## src/rtl/eth_payload_writer.sv

```systemverilog
// eth_payload_writer: streams payload bytes into the Ethernet TX frame buffer
// (addr/data -> strobe -> release per byte), then requests a transmit and
// follows tx_busy until the frame has gone out.
// Optional build macro ETH_PAYLOAD_WRITER_SEQ_EN: appends a 16-bit frame
// sequence number after the payload (seq[7:0] at BASE_ADDR+LEN+1,
// seq[15:8] at BASE_ADDR+LEN).
module eth_payload_writer #(
    parameter int unsigned BASE_ADDR    = 'h38,
    parameter int unsigned LEN          = 4,
    parameter int unsigned ADDR_W       = 8,
    parameter int unsigned BUSY_TIMEOUT = 1023
) (
    input  logic              clk,
    input  logic              rst_n,
    input  logic              clk_en,
    input  logic [7:0]        in_data,
    input  logic              in_valid,
    output logic              in_ready,
    output logic [ADDR_W-1:0] eth_w_addr,
    output logic [7:0]        eth_w_data,
    output logic              eth_w_en,
    output logic              start,
    input  logic              tx_busy,
    output logic              frame_done,
    output logic              err
);

    localparam int TO_W = $clog2(BUSY_TIMEOUT + 1);
    // err must appear BUSY_TIMEOUT enabled cycles after the start cycle; the
    // START cycle and the err cycle itself account for two of them.
    localparam int unsigned TO_LAST_I = (BUSY_TIMEOUT >= 2) ? BUSY_TIMEOUT - 2 : 0;
    localparam logic [TO_W-1:0] TO_LAST = TO_LAST_I[TO_W-1:0];
    // Highest payload address; the first byte of the frame lands here.
    localparam int unsigned TOP_I = BASE_ADDR + LEN - 1;
    localparam logic [ADDR_W-1:0] TOP = TOP_I[ADDR_W-1:0];
    localparam int unsigned LAST_I = LEN - 1;
    localparam logic [7:0] LAST = LAST_I[7:0];

    typedef enum logic [3:0] {
        S_IDLE,
        S_COLLECT,
        S_SEQ_PREP,
        S_LOAD,
        S_STROBE,
        S_RELEASE,
        S_START,
        S_WAIT_RISE,
        S_WAIT_FALL
    } state_t;

    state_t          state;
    logic [7:0]      k;
    logic [TO_W-1:0] to_cnt;
    logic            accept;

`ifdef ETH_PAYLOAD_WRITER_SEQ_EN
    logic [15:0] seq;
    logic [1:0]  extra;
`endif

    // Handshake: IDLE only accepts once the previous frame has left the TX
    // block; reset forces ready low immediately.
    assign in_ready = rst_n && (((state == S_IDLE) && !tx_busy) || (state == S_COLLECT));
    assign accept   = in_valid && in_ready;

    // Frame sequencer with registered buffer-port and pulse outputs.
    always_ff @(posedge clk or negedge rst_n) begin
        if (!rst_n) begin
            state      <= S_IDLE;
            k          <= '0;
            to_cnt     <= '0;
            eth_w_addr <= '0;
            eth_w_data <= '0;
            eth_w_en   <= 1'b0;
            start      <= 1'b0;
            frame_done <= 1'b0;
            err        <= 1'b0;
`ifdef ETH_PAYLOAD_WRITER_SEQ_EN
            seq        <= '0;
            extra      <= '0;
`endif
        end else if (clk_en) begin
            start      <= 1'b0;
            frame_done <= 1'b0;
            err        <= 1'b0;
            case (state)
                S_IDLE, S_COLLECT: begin
                    if (accept) begin
                        eth_w_addr <= TOP - ADDR_W'(k);
                        eth_w_data <= in_data;
                        state      <= S_LOAD;
                    end
                end
`ifdef ETH_PAYLOAD_WRITER_SEQ_EN
                S_SEQ_PREP: begin
                    if (extra == 2'd1) begin
                        eth_w_addr <= TOP + ADDR_W'(2);
                        eth_w_data <= seq[7:0];
                    end else begin
                        eth_w_addr <= TOP + ADDR_W'(1);
                        eth_w_data <= seq[15:8];
                    end
                    state <= S_LOAD;
                end
`endif
                S_LOAD: begin
                    eth_w_en <= 1'b1;
                    state    <= S_STROBE;
                end
                S_STROBE: begin
                    eth_w_en <= 1'b0;
                    state    <= S_RELEASE;
                end
                S_RELEASE: begin
                    if (k != LAST) begin
                        k     <= k + 8'd1;
                        state <= S_COLLECT;
                    end
`ifdef ETH_PAYLOAD_WRITER_SEQ_EN
                    else if (extra != 2'd2) begin
                        extra <= extra + 2'd1;
                        state <= S_SEQ_PREP;
                    end
`endif
                    else begin
                        k     <= '0;
                        start <= 1'b1;
                        state <= S_START;
`ifdef ETH_PAYLOAD_WRITER_SEQ_EN
                        extra <= '0;
`endif
                    end
                end
                S_START: begin
                    to_cnt <= '0;
                    state  <= S_WAIT_RISE;
                end
                S_WAIT_RISE: begin
                    if (tx_busy) begin
                        state <= S_WAIT_FALL;
                    end else if (to_cnt == TO_LAST) begin
                        err   <= 1'b1;
                        state <= S_IDLE;
                    end else begin
                        to_cnt <= to_cnt + TO_W'(1);
                    end
                end
                S_WAIT_FALL: begin
                    if (!tx_busy) begin
                        frame_done <= 1'b1;
                        state      <= S_IDLE;
`ifdef ETH_PAYLOAD_WRITER_SEQ_EN
                        seq        <= seq + 16'd1;
`endif
                    end
                end
                default: state <= S_IDLE;
            endcase
        end
    end

endmodule
```

## config.mk

```make
export PLATFORM = sky130hd
export DESIGN_NAME = eth_payload_writer
export DESIGN_NICKNAME = d
export VERILOG_FILES = /design/src/rtl/eth_payload_writer.sv
export SDC_FILE = /design/constraint.sdc
export NUM_CORES = 1
export LEC_CHECK = 0
export ABC_AREA = 1
export CAP_MARGIN = 10
export CORE_ASPECT_RATIO = 1.4
export CORE_MARGIN = 1
export CORE_UTILIZATION = 54
export CTS_CLUSTER_SIZE = 8
export DETAILED_ROUTE_END_ITERATION = 16
export PLACE_DENSITY = 0.79
export SLEW_MARGIN = 10
export SYNTH_ARGS = -nofsm -noshare
export SYNTH_HDL_FRONTEND = slang
export SYNTH_SLANG_ARGS = --single-unit
```

## constraint.sdc

```tcl
create_clock -name clk -period 1.6 [get_ports clk]
set_input_delay 0.32 -clock clk [delete_from_list [all_inputs] [get_ports clk]]
set_output_delay 0.32 -clock clk [all_outputs]
set_load 0.01 [all_outputs]
```

======== After elaboration in Yosys (flattened, before gate mapping) ========
Cells that the tools add are included.
storage, ports and cells
  register bits ........................... 42
  bits of input ports ..................... 13
  output and inout bits ................... 21
  logic and storage cells ................. 58
operators by class
  add/sub/neg operators ................... 3
  equality and inequality tests ........... 14
  multiplexer cells ....................... 18
  reductions and logical operators ........ 14
operator list
  operator                 count
  $pmux W4 S7              1
  $mux W10                 2
  $pmux W10 S2             1
  $eq A4 B3 Y1 const B     4
  $mux W4                  4
  $add A10 B1 Y10 const B  1
  $eq A10 B10 Y1 const B   1
  $add A8 B1 Y8 const B    1
  $mux W8                  1
  $ne A2 B2 Y1 const B     4
  $ne A8 B2 Y1 const B     1
  $reduce_and A4 Y1        2
  $sub A6 B8 Y8 const A    1
  $mux W1                  7
  $eq A4 B1 Y1 const B     1
  $eq A4 B2 Y1 const B     1
  $eq A4 B4 Y1 const B     1
  $logic_not A4 Y1         1
  $reduce_and A2 Y1        2
  $reduce_bool A2 Y1       2
  $logic_and A1 B1 Y1      3
  $mux W3                  1
  $ne A3 B3 Y1 const B     1
  $reduce_and A3 Y1        1
  other kinds (4)          4

======== Logic depth before layout (Yosys ltp) ========
  word-level depth ........................ 7
  depth in mapped cells ................... 11
  depth with buffers taken out ............ 11

======== Least setup slack after synthesis ========
OpenSTA, ideal clock, no wires.
  path kind ............................... reg-to-reg
  start point ............................. reg to_cnt[1]
  end point ............................... reg to_cnt[4]
  setup time .............................. 0.123 ns
  arrival time ............................ 1.218 ns
  data required time ...................... 1.477 ns
  setup slack ............................. 0.259 ns
  stages on the path, launching flop included .. 11
  buffers on the path ..................... 1
  period minus slack after synthesis ...... 1.341 ns
  cells stage by stage .................... dfrtp_1 inv_1 ha_1 inv_1 nor2_2 nand3_2 nand2_2 nand2_2 nand2_4 buf_12 o21ai_2
between the ends
  cells in the longest elaborated chain, start to end .. 4
  elaborated cells between the ends (all ways) .. 7
  those cells by class .................... add/sub: 1; eq/ne: 2; mux: 3; reduce/logical: 1
RTL lines
  what                      line  source
  start: declaration        53    logic [TO_W-1:0] to_cnt;
  start signal: assignment  145   to_cnt <= to_cnt + TO_W'(1);
  $add A10 B1 Y10           145
  $mux W10                  141   end else if (to_cnt == TO_LAST) begin
  $mux W10                  139   if (tx_busy) begin
  $pmux W10 S2              86    case (state)
Several ways; a longest one is shown, not always the timed one. The select of a mux whose other input is x is not followed.
A chain may end at the register's enable or synchronous reset.

======== Final worst setup path ========
  start point ............................. reg state[2]
  end point ............................... out in_ready
between the ends
  cells in the longest elaborated chain, start to end .. 4
  elaborated cells between the ends (all ways) .. 5
  those cells by class .................... eq/ne: 1; reduce/logical: 4
RTL lines
  what                      line  source
  start: declaration        51    state_t state;
  start signal: assignment  69    state <= S_IDLE;
  start signal: assignment  91    state <= S_LOAD;
  start signal: assignment  108   state <= S_STROBE;
  $logic_not A4 Y1          63    assign in_ready = rst_n && (((state == S_IDLE) && !tx_busy) || (state == S_COLLECT));
  $logic_and A1 B1 Y1       63
  $logic_or A1 B1 Y1 (*)    63
  $logic_and A1 B1 Y1 (*)   63
  end: declaration          18    output logic in_ready,
Mark *: on every way between the ends. The rest lies on a longest branch, timed or not.

==> metrics.yaml <==
logic_synthesis:
  syn_avg_cell_area_um2: 8.01
  yosysSeqAreaShare_pct: 43.6
  syn-instance-count: 301
  yosysWarnings: 0
  ys_types: 34
  synth_fp_nets: 320
  synth_area_um2: 2410
  ys_seq_elements: 42
timing:
  fin_crit_sh_pct: 97.1
  worst_hold_slack_ps: 123
  finalHoldViolCount: 0
  timing.slew.headroom_pct: 63.7
  skew_ps: 5.02
  slew_viol_final: 0
  tightest_slew_ps: 544
  setup_violations: 0
  period_minus_slack_ps: 1550
  fmax_mhz: 644
outcome:
  status: "finished clean"
cells_and_area:
  num_antenna_cells: 0
  drive_gt1_share_pct: 23.6
  final_common_cell: "nand2_1"
  final_nets: 382
  area_delta_synth_final_pct: 31.7
  stdcell_count: 424
  final_cell_mix: "nand2_1, dfrtp_1, clkdlybuf4s50_1, inv_1, buf_4"
die:
  die_w_um: 58.5
  num_rows: 28
  die_h_um: 81.1
  initial_core_util_pct: 56.9
  dieArea_um2: 4740
  io_pins: 34
  coreArea_um2: 4240
global_route:
  grt_pass1_vias: 2062
  busiest_layer: "met2"
  grt_use_met3_pct: 3.66
  grt_max_degree: 44
  antenna_found_initial: 0
  grt.total_usage_pct: 23.8
  met2_usage_pct: 45.1
  grt_pass1_wl_um: 8630
  grt_overflow: 0
  grt.met1_usage_pct: 26.1
drt:
  drt_iter0_markers: 66
  antenna_left: 0
  drt-pass1-iter-count: 4
  wire_per_inst_um: 13.1
  drc: 0
  drt_wl_total_um: 5570
  vias: 2192
  vias_per_cell: 5.17
pwr:
  power_density_nw_per_um2: 1310
  ir_worst_vdd_mv: 0.788
  leakagePower_nw: 1.50
critical_path:
  start_kind: "register"
  reg2reg_slack_ps: 100
  slowest_stage: "dfrtp_1"
  path_cells: "nor2_2, nand2_2, nor2_4, and2_1, buf_2"
  end_kind: "output port"
  crit_fanout: 2
  required_ps: 1280
  slowest_delay_ps: 400
  crit_type: "reg2out"
  crit_arrival_ps: 1230
clocking:
  h-tree-depth: 2
  clockBufferDepth: 2
  cts-root-buf: "clkbuf_8"
  cts.clk_slew.worst_paths_ps: 80
  insertion_delay_ps: 300
  cts_tree: "done"
  cts_sinks: 42
  cts-buffers-inserted: 5
placement:
  dp_cells: 410
  routabilityCongestion: 0.907
  port-buffer-count: 33
  dp.final_hpwl_um: 3850
min_path:
  hp-class: "in2async"
job:
  max_cap_viol_count: 0
-- flip-flops by register name (all words and copies together) (netlist names) --
name and cells:
err 1, eth_w_addr 8, eth_w_data 8, eth_w_en 1, frame_done 1, k 8, start 1, state 4
to_cnt 10
-- layer usage --
metal	up-vias	wire length, um
li1	1086	-
met1	1038	2230
met2	46	3010
met3	22	125
met4	0	205
met5	-	0
-- path summary, 6_finish.rpt --
check | from | end | cells after the start
max | state[2] | in_ready | 5
min reg2reg | eth_w_addr[0] | eth_w_addr[0] | 1
min | rst_n | eth_w_addr[1] | 2
max in group asynchronous | rst_n | to_cnt[0] | 2
min in group clk | eth_w_addr[0] | eth_w_addr[0] | 1
max reg2reg | to_cnt[1] | to_cnt[9] | 10
-- metrics by stage --
step	power, mW	setup TNS [ps]	util [%]	area (um2)	setup slack (ps)
finish	4.17	0	74.9	3180	46.5
global route	4.43	-33.6	74.9	3180	-33.6
detailed placement	3.31	-1590	69.5	2950	-258
global placement	3.26	-816	69.5	2950	-255
CTS	4.07	0	72.0	3050	9.95
floorplan	2.47	0	-	2410	259
-- report_power, final --
| group | leakage, nW | switching, mW | internal, mW | total (mW) |
|---|---|---|---|---|
| combinational | 0.917 | 0.955 | 0.932 | 1.89 |
| clock | 0.0472 | 0.391 | 0.347 | 0.738 |
| sequential | 0.539 | 0.177 | 1.37 | 1.54 |
-- cell type report --
type	count	area, um2
repair buffers	60	577
clock buffers	6	82.6
inverters	34	136
well taps	60	75.1
fillers	320	1060
flip-flops and latches	42	1050
clock inverters	2	12.5
multi-input cells	220	1240
-- timing repair --
item                                   in CTS  in global routing
buffers inserted                            2                  3
cloned                                      0                  2
pin swaps                                   2                  5
resized for setup                           5                 23
hold buffers                                0                  0
endpoints found under the hold margin       0                  0
setup endpoints to repair                   1                 19
-- worst max-delay path: cells and delay by family (launching register included) --
kind / cells / cell delay, ps
simple gates: 4 / 430
buf+inv: 1 / 120
flops: 1 / 400
-- cell families after synthesis --
| group | share of synthesized area, % |
|---|---|
| buffers and inverters | 7.83 |
| adder cells (fa/ha/maj) | 3.11 |
| flip-flops | 43.6 |
| XOR/XNOR | 2.90 |
| AND/OR/NAND/NOR | 32.2 |
| AO/OA/AOI/OAI | 10.4 |
-- cell usage after synthesis --
cell type  instances  share of area (%)
o21ai_1            1               0.21
o211ai_1           1               0.31
clkinv_2           1               0.21
nor2_4             2               0.93
buf_4              1               0.31
inv_2              3               0.47
o21bai_1           4                1.2
nand3_4            1               0.73
or2_2              3               0.78
a31oi_1            1               0.26
nor2_2             5                1.3
o21ai_2            7                2.5
nand4_1            9                2.3
nand3_1           17                3.5
xnor2_1            2               0.73
a21oi_1            1               0.21
o32a_1             1               0.41
and2_1             1               0.26
clkbuf_1           2               0.31
o21a_1             4                1.2
nand3_2            2               0.83
inv_4              1               0.26
inv_1             29                4.5
nor3_1             3               0.62
buf_6              2               0.93
nand2_2           11                2.9
nor2_1            20                3.1
buf_12             1               0.83
dfrtp_1           42                 44
ha_1               6                3.1
xor2_1             6                2.2
nand2_4            2               0.93
nand2_1           90                 14
o21ai_0           19                3.9
No activity file was read; power rests on OpenSTA's default activity.
